==> src/rtl/audio_synth.sv <==
// audio_synth -- multi-channel square-wave tone generator.
//
// Each of NCH channels is loaded with a (half-period, duration) command.
// While its duration is nonzero a channel toggles its square wave every
// 'per' clock cycles (per = 0 is a rest: silent, but the duration still
// counts down). The duration is counted in prescaler ticks of TICK_DIV clocks.
//
// Command handshake: a command transfers on a rising clk edge where
// cmd_valid & cmd_ready. cmd_ready is combinational and stays high unless
// the addressed channel is busy and cmd_force is low. Commands to channel
// indices >= NCH are accepted and discarded.
//
// Ports:
//   clk        system clock
//   reset      asynchronous, active-high reset
//   cmd_valid  command present
//   cmd_ready  command can be accepted this cycle
//   cmd_ch     target channel index
//   cmd_force  overwrite a busy channel
//   cmd_per    half-period in clk cycles (0 = rest)
//   cmd_dur    duration in ticks (0 = stop channel)
//   ch_busy    per-channel: remaining duration is nonzero
//   ch_done    per-channel one-cycle pulse when the duration expires
//   audio_out  registered mixed 1-bit audio
//
// Build option: define AUDIO_SYNTH_PWM_MIX_EN to replace the OR mix with an
// NCH-level PWM mix (rotating counter compared against the active count).
module audio_synth #(
  parameter int NCH      = 4,
  parameter int PSIZE    = 24,
  parameter int DSIZE    = 8,
  parameter int TICK_DIV = 31250
) (
  input  logic             clk,
  input  logic             reset,
  input  logic             cmd_valid,
  output logic             cmd_ready,
  input  logic [2:0]       cmd_ch,
  input  logic             cmd_force,
  input  logic [PSIZE-1:0] cmd_per,
  input  logic [DSIZE-1:0] cmd_dur,
  output logic [NCH-1:0]   ch_busy,
  output logic [NCH-1:0]   ch_done,
  output logic             audio_out
);

  localparam int TW = $clog2(TICK_DIV);

  logic [TW-1:0]    tick_cnt_q, tick_cnt_d;
  logic             tick;

  logic [PSIZE-1:0] per_q     [NCH];
  logic [PSIZE-1:0] per_d     [NCH];
  logic [PSIZE-1:0] per_cnt_q [NCH];
  logic [PSIZE-1:0] per_cnt_d [NCH];
  logic [DSIZE-1:0] dur_q     [NCH];
  logic [DSIZE-1:0] dur_d     [NCH];
  logic [NCH-1:0]   wave_q, wave_d;
  logic [NCH-1:0]   done_q, done_d;
  logic             audio_q, audio_d;

  logic             sel_busy;
  logic             ch_oor;
  logic             accept;
  logic [NCH-1:0]   active;

  assign tick       = (tick_cnt_q == TW'(TICK_DIV - 1));
  assign tick_cnt_d = tick ? '0 : tick_cnt_q + 1'b1;

  always_comb begin
    ch_busy = '0;
    for (int i = 0; i < NCH; i++) ch_busy[i] = (dur_q[i] != '0);
  end

  // Busy flag of the addressed channel; out-of-range indices read as idle.
  always_comb begin
    sel_busy = 1'b0;
    for (int i = 0; i < NCH; i++)
      if (cmd_ch == 3'(i)) sel_busy = ch_busy[i];
  end

  assign ch_oor    = (32'(cmd_ch) >= 32'(NCH));
  assign cmd_ready = ~sel_busy | cmd_force | ch_oor;
  assign accept    = cmd_valid & cmd_ready;

  always_comb begin
    wave_d = wave_q;
    done_d = '0;
    for (int i = 0; i < NCH; i++) begin
      per_d[i]     = per_q[i];
      per_cnt_d[i] = per_cnt_q[i];
      dur_d[i]     = dur_q[i];
      if (accept && (cmd_ch == 3'(i))) begin
        // A load always wins over a coincident tick and restarts the wave.
        per_d[i]     = cmd_per;
        dur_d[i]     = cmd_dur;
        per_cnt_d[i] = '0;
        wave_d[i]    = 1'b0;
      end else if (dur_q[i] != '0) begin
        if (tick && (dur_q[i] == DSIZE'(1))) begin
          dur_d[i]     = '0;
          per_cnt_d[i] = '0;
          wave_d[i]    = 1'b0;
          done_d[i]    = 1'b1;
        end else begin
          if (tick) dur_d[i] = dur_q[i] - 1'b1;
          if (per_q[i] != '0) begin
            if (per_cnt_q[i] >= per_q[i] - 1'b1) begin
              per_cnt_d[i] = '0;
              wave_d[i]    = ~wave_q[i];
            end else begin
              per_cnt_d[i] = per_cnt_q[i] + 1'b1;
            end
          end
        end
      end
    end
  end

  assign active = wave_q & ch_busy;

`ifdef AUDIO_SYNTH_PWM_MIX_EN
  localparam int MW = (NCH > 1) ? $clog2(NCH) : 1;
  logic [MW-1:0] mix_q, mix_d;
  logic [3:0]    pop;

  always_comb begin
    pop = '0;
    for (int i = 0; i < NCH; i++) pop = pop + 4'(active[i]);
  end

  assign mix_d   = (mix_q == MW'(NCH - 1)) ? '0 : mix_q + 1'b1;
  assign audio_d = (4'(mix_q) < pop);

  always_ff @(posedge clk or posedge reset) begin
    if (reset) mix_q <= '0;
    else       mix_q <= mix_d;
  end
`else
  assign audio_d = |active;
`endif

  always_ff @(posedge clk or posedge reset) begin
    if (reset) begin
      tick_cnt_q <= '0;
      wave_q     <= '0;
      done_q     <= '0;
      audio_q    <= 1'b0;
      for (int i = 0; i < NCH; i++) begin
        per_q[i]     <= '0;
        per_cnt_q[i] <= '0;
        dur_q[i]     <= '0;
      end
    end else begin
      tick_cnt_q <= tick_cnt_d;
      wave_q     <= wave_d;
      done_q     <= done_d;
      audio_q    <= audio_d;
      for (int i = 0; i < NCH; i++) begin
        per_q[i]     <= per_d[i];
        per_cnt_q[i] <= per_cnt_d[i];
        dur_q[i]     <= dur_d[i];
      end
    end
  end

  assign ch_done   = done_q;
  assign audio_out = audio_q;

endmodule

==> config.mk <==
export PLATFORM = sky130hd
export DESIGN_NAME = audio_synth
export DESIGN_NICKNAME = d
export VERILOG_FILES = /design/src/rtl/audio_synth.sv
export SDC_FILE = /design/constraint.sdc
export NUM_CORES = 1
export LEC_CHECK = 0
export ABC_AREA = 1
export ABC_CLOCK_PERIOD_IN_PS = 19050
export CORE_MARGIN = 2
export CORE_UTILIZATION = 30
export CTS_CLUSTER_SIZE = 10
export DETAILED_ROUTE_END_ITERATION = 10
export HOLD_SLACK_MARGIN = 0.03
export PLACE_DENSITY = 0.49
export SETUP_SLACK_MARGIN = 0.02
export SYNTH_ARGS = -nofsm -noshare
export SYNTH_HDL_FRONTEND = slang
export SYNTH_SLANG_ARGS = --single-unit
==> constraint.sdc <==
create_clock -name clk -period 19.05 [get_ports clk]
set_input_delay 3.81 -clock clk [delete_from_list [all_inputs] [get_ports clk]]
set_output_delay 3.81 -clock clk [all_outputs]
set_load 0.02 [all_outputs]
==> impl_results.md, run 1 <==
- Max Fclk: 0.1043 GHz
- Crit-path max FO: 11
- Final Slew Violations: 0
- Total of max-cap violations: 0
- Total Die Area: 61700 um^2
- Final setup vio count: 0
- Tmin final: 9.585 ns
- Wire length per cell: 15.95 um
- Most common library cell in the layout ignoring fill and taps: nand2_1
- Detailed-route vias per instance: 4.863
- Synth Instances: 2505
- Critical hold path startpoint: per_q[24]
- Die height: 248.4 um
- Worst reg2reg path startpoint: per_q[72]
- Startpoint class of the critical path: primary input
- Post-synth net total: 2662
- RSZ-0062 raised after global routing: false
- Number of buffers added to fix hold violations after cts: 0
- Category of the most critical setup path: primary input to primary output
- Crit end category: primary output
- Number of synthesis warnings: 0
- Area share of the leading cell type in the synthesized netlist: 34.63%
- Hold Path End: per_q[24]
- Worst-case vdd ir drop: 0.07041 mV
- Power after layout: 1.995 mW
- Clock tree from TritonCTS: built
- Initial cell density of the core: 30.36%
- Sequential share of the synthesized area: 34.63%
- Data arrival time of the worst path: 5.77 ns
- Maximum level of the CTS H-tree: 2
- Post-Route WL: 52970 um
- Clock tree buffer depth: 3
- Largest net degree at the start of global routing: 143
- Worst path required time: 15.24 ns
- First-pass GRT wire length: 86800 um
- CP max stage delay: 0.70 ns
- Final cell utilization of the core: 34.21%
- Register bit total from synthesis: 248
- Number of flops mapped to enable cells by yosys: 0
- Capture point of the worst reg-to-reg path: per_cnt_q[72]
- Synth async-reset ratio: 100.0%
- Cell chosen for the clock root: clkbuf_16
- Period utilization: 50.31%
- Die outline width: 248.4 um
- Reg-to-reg slack, setup: 15.30 ns
- Total CTS buffers: 34
- Slowest cell on the critical path: clkdlybuf4s50_1
- Slew at the pin with the worst max-slew slack: 1.107 ns
- Antenna viol nets, final: 0
- Resize count post-CTS: 0
- Number of cells traversed by the worst register-to-register path: 20
- Area growth from synthesis to layout: 12.68%
- Number of global-route vias before repair: 15.77k
- Final Hold Viols: 0
- Area of the mapped netlist: 17920 um^2
- Antenna violations before repair: 2
- Grt total ovfl: 0
- Post-layout net count: 2684
- GRT Overall Usage: 17.23%
- Standard-cell row count: 89
- Number of post-CTS setup repair buffers: 0
- Clock slew seen by the registers of the worst setup and hold paths: 0.06 ns
- I/O pin total: 49
- Fraction of final layout cells sized beyond drive strength 1: 3.494%
- Sink count of the clock tree: 248
- Kind of cell adding the most delay to the critical path: buffers and inverters
- Detailed-route DRC error count: 0
- Number of iterations in the first detailed-routing pass: 5
- Max transition margin: 26.18%
- WP buf/inv: 3
- Avg Synthesized Cell Area: 7.154 um^2
- Initial DRC Count: 1091
- Sum of negative setup slack: 0 ns
- Commonest cells after routing, fill and taps aside: nand2_1 (706), nor2_1 (317), dfrtp_1 (248)
- Dominant cell type by area after synthesis: dfrtp_1
- Dominant synthesized flop cell: dfrtp_1
- Worst hold-check path type: register to register
- Std-Cell Core Area: 59020 um^2
- Timing startpoint of the critical path: cmd_ch[1]
- Worst hold stages: 2
- Ranking of synthesized cells by area: dfrtp_1 (35%), nand2_1 (15%), ha_1 (8.2%)
- Clock skew after layout: 0.03115 ns
- Lkg Pwr: 9.731 nW
- DR vias: 16.15k
- Buffers added on ports: 48
- Post-place setup slack: 9.493 ns
- Minimum setup slack in the final design: 9.465 ns
- Power per unit of standard cell area: 98.80 nW/um^2
- Number of unique standard cell types used by synthesis: 39
- Worst-Skew Late Latency: 0.56 ns
- Status: complete, no violations
- Cell breakdown of the critical path: clkdlybuf4s50_1, inv_1, nand3_1, nor2_1, nor2_1, nand2_1, nand2_1, clkdlybuf4s50_1
- Hpwl dp: 38400 um
- Last weighted congestion value of the routability-driven placer: 0.8774
-- state kept, by name, indices dropped and copies added, names as in the netlist --
name        count
wave_q          4
per_cnt_q      96
audio_out       1
ch_done         4
dur_q          32
per_q          96
tick_cnt_q     15
-- synth_stat cells (all sizes together) (46+ instances only) --
master / n
nor3: 65
xnor2: 73
ha: 118
nand4: 134
nand3: 123
a21oi: 46
nor2: 320
nand2: 715
inv: 252
o21ai: 145
xor2: 117
dfrtp: 248
-- worst max path at each step --
stage | endpoint | cells after the start
6_report | cmd_ready | 8
5_1_grt | cmd_ready | 8
3_3_place_gp | cmd_ready | 8
2_1_floorplan | audio_out | 1
3_5_place_dp | cmd_ready | 8
4_1_cts | cmd_ready | 8
-- worst min-delay path, stage by stage, from the launching register on --
cell     delay [ns]
dfrtp_1        0.34
nand2_1        0.05
o21ai_0        0.06
-- cell families (layout without fill, tap and decap cells) --
logic type	Yosys count	in the layout	share of synthesized area, %
XOR/XNOR	190	190	9.286
AND/OR/NAND/NOR	1417	1417	34.54
buffers and inverters	324	366	7.282
AO/OA/AOI/OAI	208	208	6.019
flip-flops	248	248	34.63
other	0	1	0
adder cells (fa/ha/maj)	118	118	8.239
-- per-layer routing --
| metal | share of wire (%) | wire length (um) | vias to the layer above | track usage [%] |
|---|---|---|---|---|
| li1 | - | - | 8176 | - |
| met1 | 48 | 25590 | 7638 | 23.99 |
| met2 | 46 | 24150 | 281 | 28.02 |
| met3 | 4.3 | 2259 | 54 | 2.429 |
| met4 | 1.8 | 970 | 0 | 4.311 |
| met5 | 0 | 0 | - | 0 |
-- stage by stage --
stage | cells | instance area [um^2] | hold WS, ns
floorplan | 2505 | 17920 | 0.4494
global placement | 3264 | 19110 | 0.4639
detailed placement | 3264 | 19110 | 0.4758
CTS | 3320 | 20190 | 0.4884
global route | 3320 | 20190 | 0.5178
finish | 3321 | 20190 | 0.4865
-- where the power goes --
part	switching (mW)	internal (mW)	total, mW
Combinational	0.356	0.242	0.598
Clock	0.253	0.378	0.631
Sequential	0.138	0.627	0.765
Total	0.747	1.25	1.99
-- cell type report --
class                      count  area, um^2
fill                        6368       38830
inverter                     254       970.9
clock inverter                 6       76.32
clock buffer                  50        1002
sequential                   248        6206
tap                          773       967.2
antenna                        1       2.502
timing repair buffer          56       553.0
multi-input combinational   1933       10410
Note: power is estimated with default switching activity, not from simulation.
==> run 2, diff against run 1 <==
--- a/config.mk
+++ b/config.mk
@@ -6,7 +6,7 @@
 export NUM_CORES = 1
 export LEC_CHECK = 0
 export ABC_AREA = 1
-export ABC_CLOCK_PERIOD_IN_PS = 19050
+export ABC_CLOCK_PERIOD_IN_PS = 10100
 export CORE_MARGIN = 2
 export CORE_UTILIZATION = 30
 export CTS_CLUSTER_SIZE = 10
==> constraint.sdc (replaced) <==
create_clock -name clk -period 10.1 [get_ports clk]
set_input_delay 2.02 -clock clk [delete_from_list [all_inputs] [get_ports clk]]
set_output_delay 2.02 -clock clk [all_outputs]
set_load 0.02 [all_outputs]
==> run 2 against run 1 <==
  * Critical path type unchanged
  * Routed wire length down 0.54%
  * Register-to-register slack got worse by 8.9 ns
  * Largest power group unchanged
  * Total power up 87%
  * Final cell count stayed put
  * Critical path depth did not move
==> impl_results.md, run 2 (synthesis results as in run 1) <==
- Status: complete, no violations
- Cell breakdown of the critical path: clkdlybuf4s50_1, inv_1, nand3_1, nor2_1, nor2_1, nand2_1, nand2_1, clkdlybuf4s50_1
- Period utilization: 59.68%
- Sum of negative setup slack: 0 ns (unchanged)
- Wire length per cell: 15.87 um (-0.54%)
- Maximum level of the CTS H-tree: 2 (unchanged)
- Antenna violations before repair: 2 (unchanged)
- Worst-case vdd ir drop: 0.1129 mV (+60%)
- Number of global-route vias before repair: 15.72k (-0.29%)
- GRT Overall Usage: 17.11% (-0.12 points)
- Post-layout net count: 2684 (unchanged)
- Clock slew seen by the registers of the worst setup and hold paths: 0.05 ns (about the same)
- Power per unit of standard cell area: 185.0 nW/um^2 (+87%)
- Max Fclk: 0.1659 GHz
- Die height: 248.4 um (unchanged)
- Std-Cell Core Area: 59020 um^2 (unchanged)
- Total CTS buffers: 34 (unchanged)
- WP buf/inv: 3 (unchanged)
- Crit end category: primary output
- Standard-cell row count: 89 (unchanged)
- Post-Route WL: 52690 um (-0.54%)
- Area growth from synthesis to layout: 12.55%
- Met1 layer wirelength in the final routing: 25360 um (-0.90%)
- Top layer reached by signal wires: met4
- WL met2: 23320 um (-3.5%)
- Number of iterations in the first detailed-routing pass: 5 (unchanged)
- Hpwl dp: 38310 um (-0.24%)
- Antenna viol nets, final: 0 (unchanged)
- Clock skew after layout: 0.02897 ns (-0.002189 ns)
- Lkg Pwr: 9.717 nW (-0.14%)
- Slew at the pin with the worst max-slew slack: 1.012 ns (-0.09486 ns)
- Fillcell total: 6390 (+0.35%)
- Startpoint class of the critical path: primary input
- Buffers added on ports: 48 (unchanged)
- Final Slew Violations: 0 (unchanged)
- I/O pin total: 49 (unchanged)
- Crit-path max FO: 11 (unchanged)
- Initial DRC Count: 937 (-14%)
- Area of the multi-input gates: 10410 um^2 (unchanged)
- Detailed-route DRC error count: 0 (unchanged)
- Initial cell density of the core: 30.36% (unchanged)
- Die outline width: 248.4 um (unchanged)
- Number of buffers added to fix hold violations after cts: 0 (unchanged)
- Resize count post-CTS: 0 (unchanged)
- Placed cell area: 19110 um^2 (unchanged)
- First-pass GRT wire length: 85820 um (-1.1%)
- Total of max-cap violations: 0 (unchanged)
- Length of routed met3 wiring: 2430 um (+7.6%)
- Number of post-CTS setup repair buffers: 0 (unchanged)
- Sequential cell area: 6206 um^2 (unchanged)
- RSZ-0062 raised after global routing: false
- Commonest cells after routing, fill and taps aside: nand2_1 (706), nor2_1 (317), dfrtp_1 (248)
- Total Die Area: 61700 um^2 (unchanged)
- Tmin final: 6.028 ns
- Fraction of final layout cells sized beyond drive strength 1: 3.494% (unchanged)
- Most common library cell in the layout ignoring fill and taps: nand2_1
- Last weighted congestion value of the routability-driven placer: 0.8936 (+1.8%)
- Final setup vio count: 0 (unchanged)
- Final Hold Viols: 0 (unchanged)
- Data arrival time of the worst path: 4.01 ns (-1.76 ns)
- DR vias: 16.13k (-0.12%)
- Clock tree from TritonCTS: built
- Grt total ovfl: 0 (unchanged)
- Sink count of the clock tree: 248 (unchanged)
- Worst path required time: 8.08 ns (-7.16 ns)
- Regs by FF count: per_cnt_q: 96 flops, per_q: 96 flops, dur_q: 32 flops
- Detailed-route vias per instance: 4.857 (-0.12%)
- Cell chosen for the clock root: clkbuf_16
- Worst hold-check path type: register to register
- CP max stage delay: 0.70 ns (about the same)
- Clock tree buffer depth: 3 (unchanged)
- Final Instance Area: 20170 um^2 (-0.12%)
- Largest net degree at the start of global routing: 144 (+0.70%)
- Kind of cell adding the most delay to the critical path: buffers and inverters
- Category of the most critical setup path: primary input to primary output
- Max transition margin: 32.35% (+6.2 points)
- Worst-Skew Late Latency: 0.56 ns (about the same)
- Slowest cell on the critical path: clkdlybuf4s50_1
-- run 2: cell types whose count changed in the layout (fill, tap and decap cells not counted) --
cell | before | now
clkbuf_8 | 7 | 4
clkinv_2 | 2 | 4
clkinvlp_4 | 1 | 2
-- run 2: cell type report --
cell class | count | share of cell area (%)
timing repair buffer | 56 | 2.742
antenna | 1 | 0.01241
inverter | 254 | 4.814
clock buffer | 47 | 4.765
tap | 773 | 4.796
sequential | 248 | 30.77
clock inverter | 9 | 0.4653
multi-input combinational | 1933 | 51.63
-- run 2: through the flow --
stage	worst slack, ns	instances	hold WS [ns]	util (%)	power, mW
6_report	4.072	3321	0.4742	34.17	3.731
5_1_grt	3.992	3320	0.5133	34.17	4.042
4_1_cts	4.110	3320	0.4809	34.17	3.781
3_5_place_dp	4.107	3264	0.4680	32.38	2.582
3_3_place_gp	4.123	3264	0.4629	32.38	2.549
2_1_floorplan	1.265	2505	0.4494	-	2.279
-- run 2: per-layer routing --
layer	up-vias	track usage [%]
met4	0	5.817
li1	8192	-
met1	7533	23.34
met2	318	27.32
met3	86	2.931
met5	-	0
-- run 2: worst paths after layout --
| path | from | to | cells after the start | slack (ns) |
|---|---|---|---|---|
| worst max register to register | per_q[72] | per_cnt_q[73] | 20 | 6.40 |
| max in group asynchronous | reset | per_cnt_q[17] | 3 | 6.78 |
| min in group asynchronous | reset | per_cnt_q[88] | 2 | 2.00 |
| worst min register to register | wave_q[3] | wave_q[3] | 2 | 0.47 |
| worst min-delay path | wave_q[3] | wave_q[3] | 2 | 0.47 |
| worst max-delay path | cmd_ch[1] | cmd_ready | 8 | 4.07 |
-- run 2: report_power, final --
part / leakage, nW / switching (mW) / internal [mW]
Clock: 0.514 / 0.474 / 0.691
Combinational: 5.99 / 0.670 / 0.458
Sequential: 3.22 / 0.255 / 1.18
-- run 2: tightest hold or removal path: stages, from the launching register on --
cell and delay [ns]:
dfrtp_1 0.33, nand2_1 0.05, nand2_1 0.06
==> run 3, diff against run 2 <==
--- a/config.mk
+++ b/config.mk
@@ -6,7 +6,7 @@
 export NUM_CORES = 1
 export LEC_CHECK = 0
 export ABC_AREA = 1
-export ABC_CLOCK_PERIOD_IN_PS = 10100
+export ABC_CLOCK_PERIOD_IN_PS = 6300
 export CORE_MARGIN = 2
 export CORE_UTILIZATION = 30
 export CTS_CLUSTER_SIZE = 10
==> constraint.sdc (replaced) <==
create_clock -name clk -period 6.3 [get_ports clk]
set_input_delay 1.26 -clock clk [delete_from_list [all_inputs] [get_ports clk]]
set_output_delay 1.26 -clock clk [all_outputs]
set_load 0.02 [all_outputs]
==> run 3 against run 2 <==
  * Clock power rose by 56%
  * Sequential power increased by 60%
  * First-iteration DRC count increased by 15%
  * Critical path type unchanged
  * Critical endpoint unchanged
  * Largest cell class unchanged
  * Largest power group unchanged
  * Highest routed layer unchanged
==> impl_results.md, run 3 (synthesis results as in run 1) <==
- Die height: 248.4 um (unchanged)
- Fraction of final layout cells sized beyond drive strength 1: 3.574% (+0.080 points)
- Final setup vio count: 0 (unchanged)
- Diodes inserted: 0 (-1)
- Maximum level of the CTS H-tree: 2 (unchanged)
- Wire length per cell: 15.93 um (+0.43%)
- Post-layout net count: 2685 (+0.037%)
- Crit-path max FO: 11 (unchanged)
- Initial cell density of the core: 30.36% (unchanged)
- Final Slew Violations: 0 (unchanged)
- Number of post-CTS setup repair buffers: 0 (unchanged)
- Area of the multi-input gates: 10420 um^2 (about the same)
- Max Fclk: 0.2250 GHz
- Sink count of the clock tree: 248 (unchanged)
- Detailed-route DRC error count: 0 (unchanged)
- Grt total ovfl: 0 (unchanged)
- Total CTS buffers: 34 (unchanged)
- Detailed-route vias per instance: 4.889 (+0.67%)
- Std-Cell Core Area: 59020 um^2 (unchanged)
- Most common library cell in the layout ignoring fill and taps: nand2_1
- GRT Overall Usage: 17.20% (+0.085 points)
- Fillcell total: 6326 (-1.0%)
- Lkg Pwr: 9.712 nW (about the same)
- Startpoint class of the critical path: primary input
- RSZ-0062 raised after global routing: false
- Antenna viol nets, final: 0 (unchanged)
- Worst-case vdd ir drop: 0.2032 mV (+80%)
- First-pass GRT wire length: 86630 um (+0.95%)
- Number of buffers added to fix hold violations after cts: 0 (unchanged)
- Sum of negative setup slack: 0 ns (unchanged)
- Category of the most critical setup path: primary input to primary output
- DR vias: 16.23k (+0.61%)
- Largest net degree at the start of global routing: 158 (+9.7%)
- Placed cell area: 19120 um^2 (about the same)
- Non-filler instance count after layout: 3319 (-0.060%)
- Max transition margin: 25.75% (-6.6 points)
- Buffers added on ports: 48 (unchanged)
- Sequential cell area: 6206 um^2 (unchanged)
- Slew at the pin with the worst max-slew slack: 1.110 ns (+0.09806 ns)
- Worst hold-check path type: register to register
- Data arrival time of the worst path: 3.18 ns (-0.83 ns)
- Cells after DPL: 3265 (+0.031%)
- Worst-Skew Late Latency: 0.54 ns (-0.02 ns)
- Regs by FF count: per_cnt_q: 96 flops, per_q: 96 flops, dur_q: 32 flops
- Crit end category: primary output
- Resize count post-CTS: 0 (unchanged)
- Die outline width: 248.4 um (unchanged)
- Area growth from synthesis to layout: 12.38%
- Clock skew after layout: 0.01910 ns (-0.009869 ns)
- Clock slew seen by the registers of the worst setup and hold paths: 0.05 ns (about the same)
- Clock tree from TritonCTS: built
- I/O pin total: 49 (unchanged)
- Total Die Area: 61700 um^2 (unchanged)
- Number of iterations in the first detailed-routing pass: 5 (unchanged)
- Final Instance Area: 20140 um^2 (-0.15%)
- Power per unit of standard cell area: 296.0 nW/um^2 (+60%)
- Initial DRC Count: 1077 (+15%)
- Period utilization: 70.55%
- Clock tree buffer depth: 3 (unchanged)
- Total of max-cap violations: 0 (unchanged)
- Cell chosen for the clock root: clkbuf_16
- Last weighted congestion value of the routability-driven placer: 0.8727 (-2.3%)
- Number of global-route vias before repair: 15.92k (+1.3%)
- Tmin final: 4.445 ns
- Standard-cell row count: 89 (unchanged)
- Post-Route WL: 52880 um (+0.37%)
- Final Hold Viols: 0 (unchanged)
- Commonest cells after routing, fill and taps aside: nand2_1 (706), nor2_1 (317), dfrtp_1 (248)
- Status: complete, no violations
- Worst path required time: 5.04 ns (-3.04 ns)
- Antenna violations before repair: 0 (-2)
- Hpwl dp: 38720 um (+1.1%)
## run 3: layer usage
metal | up-vias | GRT usage [%] | wire length (um) | part of all wire, %
li1 | 8177 | - | - | -
met1 | 7646 | 23.30 | 25140 | 48
met2 | 322 | 27.91 | 23980 | 45
met3 | 83 | 2.554 | 2258 | 4.3
met4 | 0 | 5.920 | 1499 | 2.8
met5 | - | 0 | 0 | 0
## run 3: power breakdown
group	total [mW]	switching, mW	internal [mW]
Clock	1.83	0.748	1.08
Sequential	2.31	0.415	1.90
Combinational	1.82	1.09	0.736
## run 3: path summary, 6_finish.rpt
path / endpoint / depth (start not counted) / slack (ns) / from
worst min register to register: per_q[24] / 2 / 0.48 / per_q[24]
worst min-delay path: per_q[24] / 2 / 0.48 / per_q[24]
max in group asynchronous: per_cnt_q[70] / 4 / 3.81 / reset
worst max register to register: per_cnt_q[24] / 17 / 2.01 / per_q[27]
min in group asynchronous: per_cnt_q[94] / 2 / 1.06 / reset
worst max-delay path: cmd_ready / 8 / 1.86 / cmd_ch[1]
## run 3: critical path, stage by stage
cell and delay, ns:
clkdlybuf4s50_1 0.50, inv_1 0.06, nand3_1 0.11, nor2_1 0.06
nor2_1 0.10, nand2_1 0.05, nand2_1 0.35, clkdlybuf4s50_1 0.71
## run 3: layout make-up
cell class | instances | area share [%]
clock buffers | 47 | 4.871
clock inverters | 7 | 0.1926
inverters | 254 | 4.803
multi-input cells | 1933 | 51.73
flip-flops and latches | 248 | 30.82
well taps | 773 | 4.803
repair buffers | 57 | 2.783
## run 3: per-stage QoR
step / power, mW / util [%] / setup slack (ns) / hold slack [ns]
2_1_floorplan: 3.655 / - / 1.780 / 0.4494
3_3_place_gp: 4.102 / 32.39 / 1.602 / 0.4656
3_5_place_dp: 4.155 / 32.39 / 1.596 / 0.4729
4_1_cts: 6.030 / 34.12 / 1.847 / 0.4857
5_1_grt: 6.456 / 34.12 / 1.587 / 0.5098
6_report: 5.961 / 34.12 / 1.855 / 0.4811
==> patch (flow settings as in run 2) <==
One comparison of `tick_cnt_q` changes from == to >=.
--- a/src/rtl/audio_synth.sv
+++ b/src/rtl/audio_synth.sv
@@ -64,7 +64,7 @@
   logic             accept;
   logic [NCH-1:0]   active;
 
-  assign tick       = (tick_cnt_q == TW'(TICK_DIV - 1));
+  assign tick       = (tick_cnt_q >= TW'(TICK_DIV - 1));
   assign tick_cnt_d = tick ? '0 : tick_cnt_q + 1'b1;
 
   always_comb begin
Formal check against the unedited RTL: same outputs for any inputs over 4 cycles, from zero or initial values and one cycle with reset high; that may be too few to reach the edited logic, so the function may still have changed.
==> patch against run 2 <==
  * Synthesized area rose by 1.6%
  * Final area increased by 1.1%
  * Largest power group unchanged
  * Power shrank 2.2%
  * Sequential share of layout area is 0.35 points lower
  * Routed wire length fell by 0.86%
  * Sequential cell count unchanged
  * Setup slack better by 0.29 ns
==> patch: results (changes against run 2) <==
Parameter                              Value

Outcome
  Result of the run ... finished, final reports clean

Worst setup path
  Crit Reg-Reg Endpoint ... per_cnt_q[59]
  Arrival time reported for the critical path endpoint ... 3.72 ns (-0.29 ns)
  Number of cells on the worst reg-to-reg path ... 19 (-5.0%)
  RR Startpoint ... per_q[48]
  Worst R2R Setup Slack ... 5.83 ns (-0.57 ns)
  Critical path's largest stage delay ... 0.63 ns (-0.07 ns)

Power and ir drop
  Leakage ... 10.2 nW (+4.6%)
  Portion of total power attributed to sequential cells ... 37.9% (-0.6 points)
  Peak supply drop ... 0.0000907 V (-20%)
  Internal portion of total power ... 0.00231 W (-0.91%)

Clock network
  Clock buffer count from CTS ... 35 (+2.9%)

Synth
  List of most frequent post-synthesis cells ... 750 x sky130_fd_sc_hd__nand2_1, 381 x sky130_fd_sc_hd__nor2_1, 248 x sky130_fd_sc_hd__dfrtp_1, 246 x sky130_fd_sc_hd__inv_1, 159 x sky130_fd_sc_hd__nand4_1
  Sequential share of the synthesized area ... 34.1% (-0.55 points)
  Synthesized instance count ... 2578 (+2.9%)
  Adder-cell share of the synthesized area ... 8.11% (-0.13 points)
  Most area-consuming cells after synthesis ... sky130_fd_sc_hd__dfrtp_1 34%, sky130_fd_sc_hd__nand2_1 15%, sky130_fd_sc_hd__ha_1 8.1%

Global route
  Global-route wire length before repair ... 86200 um (+0.39%)
  GR Util All Layers ... 17.0% (-0.11 points)
  Met1 Use GR ... 21.3% (-2.1 points)
  Largest net degree at the start of global routing ... 87 (-40%)

Placement
  Area post-placement ... 19300 sq um (+0.98%)
  Half-perimeter wire length after detailed placement ... 38500 um (+0.43%)
  Final RePlAce weighted congestion ... 0.854 (-4.5%)
  Cell count after placement ... 3343 (+2.4%)

Cells and area
  Number of nets in the layout ... 2755 (+2.6%)
  Fraction of final layout cells sized beyond drive strength 1 ... 3.82% (+0.33 points)
  Final std cells w/o fill ... 3401 (+2.4%)
  Count of fill cells added during filler insertion ... 6480 (+1.4%)
  Post-layout utilization of the core ... 33.9% (-0.25 points)

STA
  Maximum operating frequency ... 0.174 GHz (+5.1%)
  Worst slew slack as a fraction of its limit ... 29.6% (-2.8 points)
  Worst clock skew ... 0.0288 ns (-0.000164 ns)

Routing
  Count of routing violations after the opening detailed-route iteration ... 885 (-5.5%)
  Final wirelength ... 52200 um (-0.86%)
  DR vias/cell ... 4.81 (-1.0%)
  WL met3 ... 1960 um (-19%)
patch: cell types whose count changed after synthesis, moves of 20 or more:
cell | run 2 | this run
sky130_fd_sc_hd__nand4_1 | 134 | 159
sky130_fd_sc_hd__nand3_1 | 116 | 136
sky130_fd_sc_hd__nand2_1 | 706 | 750
sky130_fd_sc_hd__o21ai_0 | 123 | 20
sky130_fd_sc_hd__o21ai_1 | 22 | 87
sky130_fd_sc_hd__nand3b_1 | 39 | 2
sky130_fd_sc_hd__nor2_1 | 317 | 381
patch: worst reg2reg max path, delay by kind of cell (launching register included):
kind | cells | cell delay [ns]
flip-flops | 1 | 0.38
buffers and inverters | 3 | 0.28
AO/OA/AOI/OAI | 1 | 0.32
adder cells (fa/ha/maj) | 2 | 0.48
AND/OR/NAND/NOR | 12 | 2.55
XOR/XNOR | 1 | 0.20
patch: area by class of cell:
class                   instances  area share (%)
flip-flops and latches        248            30.4
well taps                     782            4.80
repair buffers                 56            2.65
clock inverters                10           0.528
inverters                     259            4.80
diodes                          1          0.0123
clock buffers                  47            4.86
multi-input cells            1998            51.9
patch: worst min-delay path by stage:
stage	from	endpoint	slack, ns	depth (start not counted)
4_1_cts	per_q[24]	per_q[24]	0.49	2
3_5_place_dp	per_q[24]	per_q[24]	0.48	2
2_1_floorplan	per_q[22]	per_q[22]	0.46	2
6_report	per_q[24]	per_q[24]	0.50	2
5_1_grt	per_q[24]	per_q[24]	0.51	2
3_3_place_gp	per_q[72]	per_q[72]	0.48	2
patch: kinds of logic (layout without fill, tap and decap cells):
family / count (synthesis) / in the layout
AOI/OAI and AO/OA: 175 / 175
xor gates and xnor gates: 189 / 189
adders and majority gates: 118 / 118
buffers and inverters: 332 / 372
DFF: 248 / 248
other: 0 / 1
and+or+nand+nor: 1516 / 1516
